===== src/rtl/alpha_fade_sequencer_pkg.sv =====
// Shared types and constants for the alpha fade sequencer.
// Widths are fixed here so that the package, the command interface and the
// RTL always agree on the size of alpha and of the hold counter.
package alpha_fade_pkg;

  localparam int ALPHA_W = 8;
  localparam int HOLD_W  = 8;

  // Full-scale alpha value, 2**ALPHA_W-1.
  localparam logic [ALPHA_W-1:0] ALPHA_MAX = {ALPHA_W{1'b1}};

  typedef enum logic [1:0] {
    IDLE  = 2'd0,
    ARMED = 2'd1,
    RAMP  = 2'd2,
    HOLD  = 2'd3
  } alpha_fade_state_t;

  typedef struct packed {
    logic               dir;   // 1 = toward full scale, 0 = toward 0
    logic [ALPHA_W-1:0] step;  // per-frame increment, 0 behaves as 1
    logic [HOLD_W-1:0]  hold;  // frames to hold at the end value
  } alpha_fade_cmd_t;

endpackage


===== src/rtl/alpha_fade_sequencer_if.sv =====
// Fade command valid/ready channel. The master presents a command, the
// sequencer (slave) returns cmd_ready while it is idle.
interface alpha_fade_sequencer_if;
  import alpha_fade_pkg::*;

  logic               cmd_valid;
  logic               cmd_ready;
  logic               cmd_dir;
  logic [ALPHA_W-1:0] cmd_step;
  logic [HOLD_W-1:0]  cmd_hold;

  modport master (
    output cmd_valid,
    output cmd_dir,
    output cmd_step,
    output cmd_hold,
    input  cmd_ready
  );

  modport slave (
    input  cmd_valid,
    input  cmd_dir,
    input  cmd_step,
    input  cmd_hold,
    output cmd_ready
  );

endinterface


===== src/rtl/alpha_fade_sequencer_sat_step.sv =====
// alpha_sat_step: one saturating alpha step in either direction.
// Arithmetic is done one bit wider than alpha so the carry/borrow tells us
// when to clamp; a zero step is promoted to 1 so a ramp always progresses.
// at_end_o flags that the stepped value sits on the end value of the
// current direction (also true when alpha already started there).
module alpha_sat_step
  import alpha_fade_pkg::*;
(
  input  logic [ALPHA_W-1:0] alpha_i,
  input  logic [ALPHA_W-1:0] step_i,
  input  logic               dir_i,
  output logic [ALPHA_W-1:0] next_alpha_o,
  output logic               at_end_o
);

  logic [ALPHA_W-1:0] step_eff_s;
  logic [ALPHA_W:0]   sum_s;
  logic [ALPHA_W:0]   diff_s;

  // Saturating add or subtract of the effective step, plus end detection.
  always_comb begin
    step_eff_s   = step_i;
    next_alpha_o = alpha_i;
    at_end_o     = 1'b0;
    if (step_i == {ALPHA_W{1'b0}}) begin
      step_eff_s = {{(ALPHA_W-1){1'b0}}, 1'b1};
    end else begin
      step_eff_s = step_i;
    end
    sum_s  = {1'b0, alpha_i} + {1'b0, step_eff_s};
    diff_s = {1'b0, alpha_i} - {1'b0, step_eff_s};
    if (dir_i) begin
      if (sum_s[ALPHA_W]) begin
        next_alpha_o = ALPHA_MAX;
      end else begin
        next_alpha_o = sum_s[ALPHA_W-1:0];
      end
      at_end_o = (next_alpha_o == ALPHA_MAX);
    end else begin
      if (diff_s[ALPHA_W]) begin
        next_alpha_o = {ALPHA_W{1'b0}};
      end else begin
        next_alpha_o = diff_s[ALPHA_W-1:0];
      end
      at_end_o = (next_alpha_o == {ALPHA_W{1'b0}});
    end
  end

endmodule


===== src/rtl/alpha_fade_sequencer.sv =====
// alpha_fade_sequencer: frame-synchronous alpha ramp generator.
// A command (direction, step, hold) is latched in IDLE; the first
// frame_start after that applies the first step, further frame_starts keep
// stepping until the end value, then the hold counter runs down and done
// pulses. alpha only ever changes on a frame_start (or never, on abort).
// Optional build macro: ALPHA_FADE_LOOP_EN adds the loop_en input, which
// turns each leg end into a direction reversal instead of completion.
module alpha_fade_sequencer
  import alpha_fade_pkg::*;
(
  input  logic                          clk,
  input  logic                          rst,
  input  logic                          frame_start,
  input  logic                          abort,
  alpha_fade_sequencer_if.slave         cmd,
`ifdef ALPHA_FADE_LOOP_EN
  input  logic                          loop_en,
`endif
  output logic [ALPHA_W-1:0]            alpha,
  output logic                          busy,
  output logic                          done
);

  alpha_fade_state_t  state_q, state_d;
  alpha_fade_cmd_t    cmd_q, cmd_d;
  logic [ALPHA_W-1:0] alpha_q, alpha_d;
  logic [HOLD_W-1:0]  cnt_q, cnt_d;
  logic               done_q, done_d;
  logic               leg_end_s;
  logic [ALPHA_W-1:0] step_alpha_s;
  logic               step_end_s;

  alpha_sat_step u_sat_step (
    .alpha_i      (alpha_q),
    .step_i       (cmd_q.step),
    .dir_i        (cmd_q.dir),
    .next_alpha_o (step_alpha_s),
    .at_end_o     (step_end_s)
  );

  // Next-state, alpha step, hold countdown and completion decode.
  always_comb begin
    state_d   = state_q;
    cmd_d     = cmd_q;
    alpha_d   = alpha_q;
    cnt_d     = cnt_q;
    done_d    = 1'b0;
    leg_end_s = 1'b0;
    case (state_q)
      IDLE: begin
        if (cmd.cmd_valid) begin
          cmd_d.dir  = cmd.cmd_dir;
          cmd_d.step = cmd.cmd_step;
          cmd_d.hold = cmd.cmd_hold;
          state_d    = ARMED;
        end else begin
          state_d = IDLE;
        end
      end
      ARMED, RAMP: begin
        if (abort) begin
          state_d = IDLE;
        end else if (frame_start) begin
          alpha_d = step_alpha_s;
          if (step_end_s) begin
            if (cmd_q.hold == {HOLD_W{1'b0}}) begin
              leg_end_s = 1'b1;
            end else begin
              state_d = HOLD;
              cnt_d   = cmd_q.hold;
            end
          end else begin
            state_d = RAMP;
          end
        end else begin
          state_d = state_q;
        end
      end
      HOLD: begin
        if (abort) begin
          state_d = IDLE;
        end else if (frame_start) begin
          cnt_d = cnt_q - HOLD_W'(1);
          if (cnt_q == HOLD_W'(1)) begin
            leg_end_s = 1'b1;
          end else begin
            state_d = HOLD;
          end
        end else begin
          state_d = HOLD;
        end
      end
      default: begin
        state_d = IDLE;
      end
    endcase

    // A finished leg either completes the command or reverses it.
    if (leg_end_s) begin
`ifdef ALPHA_FADE_LOOP_EN
      if (loop_en) begin
        cmd_d.dir = ~cmd_q.dir;
        state_d   = RAMP;
      end else begin
        state_d = IDLE;
        done_d  = 1'b1;
      end
`else
      state_d = IDLE;
      done_d  = 1'b1;
`endif
    end else begin
      done_d = 1'b0;
    end
  end

  // State, latched command, alpha, hold counter and done pulse registers.
  always_ff @(posedge clk) begin
    if (rst) begin
      state_q <= IDLE;
      cmd_q   <= '0;
      alpha_q <= {ALPHA_W{1'b0}};
      cnt_q   <= {HOLD_W{1'b0}};
      done_q  <= 1'b0;
    end else begin
      state_q <= state_d;
      cmd_q   <= cmd_d;
      alpha_q <= alpha_d;
      cnt_q   <= cnt_d;
      done_q  <= done_d;
    end
  end

  assign alpha         = alpha_q;
  assign done          = done_q;
  assign busy          = (state_q != IDLE);
  assign cmd.cmd_ready = (state_q == IDLE);

endmodule


===== src/flat_wrapper.sv =====
// flat-port wrapper written by rule: the top's interface ports become plain ports
module alpha_fade_sequencer_flat import alpha_fade_pkg::*;
  (clk, rst, frame_start, abort, alpha, busy, done, cmd_cmd_valid, cmd_cmd_dir, cmd_cmd_step, cmd_cmd_hold, cmd_cmd_ready);
  alpha_fade_sequencer_if cmd_i ();
  input  logic clk;
  input  logic rst;
  input  logic frame_start;
  input  logic abort;
  output logic [ALPHA_W-1:0] alpha;
  output logic busy;
  output logic done;
  input wire logic [$bits(cmd_i.cmd_valid)-1:0] cmd_cmd_valid;
  input wire logic [$bits(cmd_i.cmd_dir)-1:0] cmd_cmd_dir;
  input wire logic [$bits(cmd_i.cmd_step)-1:0] cmd_cmd_step;
  input wire logic [$bits(cmd_i.cmd_hold)-1:0] cmd_cmd_hold;
  output wire logic [$bits(cmd_i.cmd_ready)-1:0] cmd_cmd_ready;
  assign cmd_i.cmd_valid = cmd_cmd_valid;
  assign cmd_i.cmd_dir = cmd_cmd_dir;
  assign cmd_i.cmd_step = cmd_cmd_step;
  assign cmd_i.cmd_hold = cmd_cmd_hold;
  assign cmd_cmd_ready = cmd_i.cmd_ready;
  alpha_fade_sequencer u_core (.clk(clk), .rst(rst), .frame_start(frame_start), .abort(abort), .cmd(cmd_i), .alpha(alpha), .busy(busy), .done(done));
endmodule

===== config.mk =====
export PLATFORM = sky130hd
export DESIGN_NAME = alpha_fade_sequencer_flat
export DESIGN_NICKNAME = d
export VERILOG_FILES = /design/src/rtl/alpha_fade_sequencer_pkg.sv /design/src/rtl/alpha_fade_sequencer_if.sv /design/src/rtl/alpha_fade_sequencer_sat_step.sv /design/src/rtl/alpha_fade_sequencer.sv /design/src/flat_wrapper.sv
export SDC_FILE = /design/constraint.sdc
export NUM_CORES = 1
export LEC_CHECK = 0
export CORE_MARGIN = 2
export CORE_UTILIZATION = 40
export CTS_CLUSTER_DIAMETER = 40
export DETAILED_ROUTE_END_ITERATION = 10
export GPL_TIMING_DRIVEN = 0
export PLACE_DENSITY = 0.68
export SETUP_SLACK_MARGIN = 0.2
export SYNTH_ARGS = -nofsm -noshare
export SYNTH_HDL_FRONTEND = slang
export SYNTH_HIERARCHICAL = 1
export SYNTH_SLANG_ARGS = --single-unit

===== constraint.sdc =====
create_clock -name clk -period 3.75 [get_ports clk]
set_clock_uncertainty 0.1 [all_clocks]
set_input_delay 0.75 -clock clk [delete_from_list [all_inputs] [get_ports clk]]
set_output_delay 0.75 -clock clk [all_outputs]
set_load 0.03 [all_outputs]

==> results of run 1 <==
where the power goes:
group          internal, mW  switching [mW]
Combinational         0.167           0.201
Clock                 0.164           0.133
Sequential            0.398          0.0147
cell families (layout without fill, tap and decap cells):
group           count (synthesis)  in the layout  share of synthesized area
buf+inv                        44             97                     0.0639
flops                          36             36                      0.261
xor+xnor                        7              7                     0.0222
fa+ha+maj                      23             23                      0.110
mux                             9              9                     0.0326
simple gates                  134            134                      0.252
compound gates                100            100                      0.259
layer usage:
layer,vias to the layer above,track usage,routed length [um]
li1,1377,-,-
met3,16,0.0275,340
met2,92,0.343,3700
met1,1291,0.267,3320
met4,0,0.0810,167
met5,-,0,0
cell usage in the layout, fill, tap and decap left out, types with 3 or more instances in the layout:
| cell type | netlist | routed |
|---|---|---|
| ha_1 | 21 | 20 |
| o211ai_1 | 3 | 3 |
| nor4b_1 | 3 | 3 |
| clkbuf_8 | 0 | 7 |
| or3_1 | 3 | 3 |
| nor3_1 | 6 | 6 |
| nor2b_1 | 5 | 5 |
| clkdlybuf4s50_1 | 0 | 31 |
| buf_2 | 3 | 3 |
| dfxtp_1 | 36 | 34 |
| nor3b_1 | 4 | 4 |
| o21ai_2 | 1 | 3 |
| xor2_1 | 3 | 3 |
| a211oi_1 | 3 | 3 |
| a21oi_1 | 43 | 42 |
| or2_2 | 3 | 3 |
| inv_1 | 23 | 23 |
| a31oi_1 | 3 | 3 |
| xnor2_1 | 4 | 4 |
| nand2_1 | 49 | 49 |
| nand2b_1 | 4 | 4 |
| nand3b_1 | 3 | 3 |
| o32ai_1 | 6 | 6 |
| o311a_1 | 3 | 3 |
| buf_4 | 0 | 15 |
| nor2_1 | 29 | 28 |
| a21oi_2 | 3 | 4 |
| and3_1 | 4 | 4 |
| clkbuf_1 | 16 | 16 |
| mux2i_1 | 9 | 9 |
| a21o_1 | 3 | 3 |
| a211o_1 | 3 | 3 |
sequential cells by signal, indices dropped and copies added (netlist names):
register,flops
u_core/cnt_q,8
u_core/state_q,2
u_core/cmd_q,17
u_core/done,1
u_core/alpha,8
critical path, stage by stage, from the launching register on:
cell and delay (ns):
dfxtp_2 0.33, nor4_2 0.25, a41o_1 0.28, ha_2 0.19
inv_1 0.05, fa_2 0.40, a211oi_4 0.28, nor2_1 0.09
xor2_1 0.15, a211o_1 0.27, nor4_2 0.19, a211o_1 0.18
a21oi_1 0.08, o311a_1 0.29, or4_1 0.40, a21oi_1 0.13
what timing repair did:
item	4_1_cts	5_1_grt
resized for setup	16	3
pin swaps	12	6
buffers inserted	10	5
hold buffers	0	0
setup endpoints to repair	11	12
gates cloned	0	0
area by class of cell:
class	count	area, sq um
well taps	80	100
multi-input cells	273	1930
repair buffers	46	423
fillers	675	3270
plain buffers	20	86.3
inverters	24	90.1
clock buffers	7	96.3
flip-flops and latches	36	726
metrics by stage:
| step | cells | setup TNS (ns) | area [sq um] | setup WS (ns) | hold WS (ns) |
|---|---|---|---|---|---|
| 2_1_floorplan | 353 | 0 | 2760 | 0.259 | 0.335 |
| 3_3_place_gp | 464 | -0.597 | 3170 | -0.251 | 0.345 |
| 3_5_place_dp | 464 | -0.258 | 3170 | -0.220 | 0.348 |
| 4_1_cts | 481 | 0 | 3400 | 0.0515 | 0.358 |
| 5_1_grt | 486 | -0.741 | 3450 | -0.171 | 0.397 |
| 6_report | 486 | 0 | 3450 | 0.0466 | 0.361 |
worst paths after layout:
| check | from | to | slack (ns) | depth (start not counted) |
|---|---|---|---|---|
| max reg2reg | u_core/cmd_q[10] | u_core/state_q[0] | 0.05 | 15 |
| max | u_core/cmd_q[10] | u_core/state_q[0] | 0.05 | 15 |
| min | u_core/cmd_q[16] | u_core/cmd_q[16] | 0.36 | 2 |
| min reg2reg | u_core/cmd_q[16] | u_core/cmd_q[16] | 0.36 | 2 |
==> results.md, run 1 <==
* Post-DR vias/cell at 5.71
* Most common cell in the netlist: nand2_1
* Vias in the first global route at 2,633
* Starting Density at 0.411
* Area fraction of the dominant cell type after synthesis at 0.261
* Routed len/inst at 15.5 um
* DRC viols at 0
* Max-cap viol count at 0
* Startpoint types: register
* Area growth syn-to-layout at 25.1%
* Share of flip-flops with an asynchronous set or reset at 0
* Worst setup EP type: register
* Crit-path max FO at 3
* Distinct cell type count of the synthesized netlist at 67
* Final period utilization at 0.988
* Die area at 7580 sq um
* DR iter-0 viols at 123
* Worst VDD drop at 0.000268 V
* Final hold vios at 0
* Syn Inst Count at 353
* DRT Wirelength at 7.53 mm
* Slew HR at 0.552
* Lkg Pwr at 1.37 nW
* Pre-Repair DR Iteration Count at 4
* Top cell types by occurrence after synthesis: nand2_1, a21oi_1, dfxtp_1
* Status: finished, final reports clean
* Final Critical Period at 3.70 ns
* # H-tree levels at 2
* Clock slew at the register clock pins of the worst setup and hold paths at 0.07 ns
* Final core utilization at 0.514
* Fmax achieved at 270 MHz
* Synth warn at 6
* Syn Std Cell Area at 2760 sq um
* GRT Util Overall at 0.205
* Area of the core at 6720 sq um
* Post-synth EDFFs at 0
* RSZ-0062 raised after global routing: yes
* Required @ worst endpoint at 3.87 ns
* Die height at 87.1 um
* Detailed-route via count at 2,776
* Layout Nets at 451
* Hold Crit Class: register to register
* Clk Latency, worst-skew pair at 0.29 ns
* Least-Margin Pin Slew at 0.667 ns
* Prevailing post-synth register cell: dfxtp_1
* Max Root-Sink Buffers at 2
* Max-slew violation count at 0
* Mapped Avg Cell Area at 7.82 sq um
* FP Rows at 30
* Num ports at 33
* Initial antenna violation count at 0
* Post-Syn Nets at 398
* CTS tree: yes
* # diodes at 0
* Post-DRT Antenna Nets at 0
* Ranking of synthesized cells by area: dfxtp_1, ha_1, a21oi_1
* Gr ovfl total at 0
* Clock sinks at 36
* Die Wd at 87.1 um
* Port buffer count at 31
* CTS Buf Count at 5
* Leading area contributor after synthesis: dfxtp_1
* Largest net degree at the start of global routing at 11
* CTS root buf: clkbuf_8
* DP HPWL at 5.52 mm
* Seq cells post-synth at 36
* Post-synthesis sequential area ratio at 0.261
* Crit path arrival time at 3.82 ns
* Total design power at 1.08 mW
* RD Place Congestion at 0.896
* Fraction of layout cells with a size suffix above 1 at 0.140
* Final Setup Violations at 0
* First-pass GRT wire length at 12.4 mm
* Crit Path Class: register to register
* Power Density at 312 nW/um^2
(Power assumes the default switching activity.)
==> inputs of run 2 (changes only) <==
--- a/config.mk
+++ b/config.mk
@@ -6,11 +6,11 @@
 export NUM_CORES = 1
 export LEC_CHECK = 0
 export CORE_MARGIN = 2
-export CORE_UTILIZATION = 40
+export CORE_UTILIZATION = 51
 export CTS_CLUSTER_DIAMETER = 40
 export DETAILED_ROUTE_END_ITERATION = 10
 export GPL_TIMING_DRIVEN = 0
-export PLACE_DENSITY = 0.68
+export PLACE_DENSITY = 0.82
 export SETUP_SLACK_MARGIN = 0.2
 export SYNTH_ARGS = -nofsm -noshare
 export SYNTH_HDL_FRONTEND = slang
==> run 2 against run 1 <==
  * Non-clock buffer count down 5
  * Critical endpoint unchanged
  * Core utilization grew 17 points
  * Largest cell class unchanged
  * Total power increased by 1.7%
  * Register-to-register slack is essentially flat
  * First-iteration DRC count rose by 93%
  * Clock power up 2%
  * Largest power group unchanged
  * Cell area up 1.8%
  * Sequential share of layout area decreased by 0.40 points
  * Die area is 21% lower
==> results.md, run 2 (synthesized netlist as in run 1, its figures left out) <==
* Status: finished, final reports clean (unchanged)
* Detailed-route via count at 2,795 (was 2,776)
* Clock slew at the register clock pins of the worst setup and hold paths at 0.08 ns (was 0.07 ns)
* Crit path arrival time at 3.83 ns (was 3.82 ns)
* Pre-Repair DR Iteration Count at 4 (unchanged)
* Starting Density at 0.534 (was 0.411)
* Hold slack at 0.370 ns (was 0.361 ns)
* FP Rows at 26 (was 30)
* Post-DRT Antenna Nets at 0 (unchanged)
* Least-Margin Pin Slew at 0.741 ns (was 0.667 ns)
* Area of the core at 5170 sq um (was 6720 sq um)
* Lkg Pwr at 1.35 nW (was 1.37 nW)
* WL met3 at 500 um (was 340 um)
* Final Setup Violations at 0 (unchanged)
* Top reg by flops: u_core/cmd_q (unchanged)
* Post-DR vias/cell at 5.93 (was 5.71)
* Fraction of layout cells with a size suffix above 1 at 0.160 (was 0.140)
* Clk Latency, worst-skew pair at 0.29 ns (about the same)
* Layout Nets at 446 (was 451)
* Startpoint types: register (unchanged)
* Met1 WL at 3.25 mm (was 3.32 mm)
* Port buffer count at 31 (unchanged)
* Final Critical Period at 3.71 ns (was 3.70 ns)
* Slew HR at 0.501 (was 0.552)
* Required @ worst endpoint at 3.87 ns (about the same)
* Final period utilization at 0.990 (was 0.988)
* Max reg flops at 17 (unchanged)
* Die Wd at 77.6 um (was 87.1 um)
* Power Density at 312 nW/um^2 (about the same)
* Worst setup EP type: register (unchanged)
* DRC viols at 0 (unchanged)
* DP HPWL at 5.41 mm (was 5.52 mm)
* DRT Wirelength at 7.70 mm (was 7.53 mm)
* Clock sinks at 36 (unchanged)
* Setup TNS at 0 ns (unchanged)
* Crit-path max FO at 4 (was 3)
* Uppermost layer routed: met4 (unchanged)
* Post-CTS Hold Buffers at 0 (unchanged)
* CTS Buf Count at 5 (unchanged)
* Fmax achieved at 269 MHz (was 270 MHz)
* Initial antenna violation count at 0 (unchanged)
* # diodes at 0 (unchanged)
* Wire length on met2 at 3.79 mm (was 3.70 mm)
* GRT Util Overall at 0.252 (was 0.205)
* First-pass GRT wire length at 12.3 mm (was 12.4 mm)
* RSZ-0062 raised after global routing: yes (unchanged)
* Largest net degree at the start of global routing at 11 (unchanged)
* Area growth syn-to-layout at 27.3% (was 25.1%)
* DR iter-0 viols at 238 (was 123)
* # H-tree levels at 2 (unchanged)
* Vias in the first global route at 2,601 (was 2,633)
* CTS root buf: clkbuf_8 (unchanged)
* Gr ovfl total at 0 (unchanged)
* Die height at 77.6 um (was 87.1 um)
* Crit Path Class: register to register (unchanged)
* Routed len/inst at 16.4 um (was 15.5 um)
* Worst VDD drop at 0.000275 V (was 0.000268 V)
* Final hold vios at 0 (unchanged)
* CTS tree: yes (unchanged)
* Num ports at 33 (unchanged)
* Die area at 6020 sq um (was 7580 sq um)
* RD Place Congestion at 0.937 (was 0.896)
* Max-slew violation count at 0 (unchanged)
* Commonest cells after routing, fill and taps aside: nand2_1, a21oi_1, dfxtp_1, clkdlybuf4s50_1, nor2_1 (unchanged)
* Max-cap viol count at 0 (unchanged)
* Max Root-Sink Buffers at 2 (unchanged)
* # fillers at 413 (was 675)
* Hold Crit Class: register to register (unchanged)
* Commonest non-fill, non-tap cell in the layout: nand2_1 (unchanged)
## run 2: changes by cell type in the layout (fill, tap and decap cells not counted), moves of 2 or more
cell	delta
a21oi_1	-3
a21oi_2	+2
buf_4	-8
buf_6	+3
dfxtp_2	+2
o32ai_1	-2
o32ai_2	+2
## run 2: worst paths after layout
kind | cells past startpoint | slack (ns) | startpoint | endpoint
setup / recovery | 17 | 0.04 | u_core/cmd_q[11] | u_core/state_q[0]
setup reg to reg | 17 | 0.04 | u_core/cmd_q[11] | u_core/state_q[0]
hold / removal | 2 | 0.37 | u_core/cmd_q[16] | u_core/cmd_q[16]
hold reg to reg | 2 | 0.37 | u_core/cmd_q[16] | u_core/cmd_q[16]
## run 2: repair_timing
| action | 4_1_cts | 5_1_grt |
|---|---|---|
| setup buffers | 8 | 2 |
| hold endpoints to repair | 0 | 0 |
| resized for setup | 14 | 23 |
| setup endpoints to repair | 11 | 11 |
| pin swaps | 13 | 14 |
## run 2: through the flow
stage,std cells,worst slack [ns],area [sq um],utilization,total power [mW]
after floorplan,353,0.259,2760,-,0.646
after global placement,454,-0.174,3160,0.611,0.726
after detailed placement,454,-0.197,3160,0.611,0.733
after CTS,469,0.135,3360,0.650,1.06
after global routing,471,-0.110,3510,0.679,1.15
final,471,0.0378,3510,0.679,1.10
## run 2: final cells by class
cell class / instances / area (sq um) / area share
inverter: 24 / 90.1 / 0.0256
tap: 70 / 87.6 / 0.0249
sequential: 36 / 724 / 0.206
multi-input combinational: 273 / 2030 / 0.578
buffer: 20 / 86.3 / 0.0246
timing repair buffer: 41 / 397 / 0.113
clock buffer: 7 / 96.3 / 0.0274
## run 2: routing by layer
layer / up-vias / track usage
met2: 99 / 0.417
met3: 19 / 0.0523
li1: 1361 / -
met1: 1316 / 0.324
met5: - / 0
met4: 0 / 0.0911
## run 2: where the power goes
part           switching (mW)  internal [mW]  total, mW
Sequential             0.0161          0.398      0.414
Combinational           0.206          0.170      0.376
Clock                   0.141          0.164      0.304
Total                   0.363          0.732       1.10
## run 2: worst max-delay path, cell delays in order, from the launching register on
cell       delay, ns
dfxtp_2         0.34
nor4_2          0.25
a41o_1          0.24
buf_6           0.13
ha_4            0.12
inv_1           0.05
fa_2            0.37
nor3_4          0.20
o31ai_4         0.11
a21oi_4         0.26
a2111oi_4       0.06
nor4_1          0.19
buf_4           0.17
a211o_1         0.16
a21oi_1         0.08
o311a_1         0.30
or4_1           0.39
a21oi_1         0.12
==> inputs of run 3 (changes only) <==
--- a/config.mk
+++ b/config.mk
@@ -7,7 +7,6 @@
 export LEC_CHECK = 0
 export CORE_MARGIN = 2
 export CORE_UTILIZATION = 51
-export CTS_CLUSTER_DIAMETER = 40
 export DETAILED_ROUTE_END_ITERATION = 10
 export GPL_TIMING_DRIVEN = 0
 export PLACE_DENSITY = 0.82
==> results of run 3 <==
The final DEF is identical to that of run 2; final timing and power are the same.
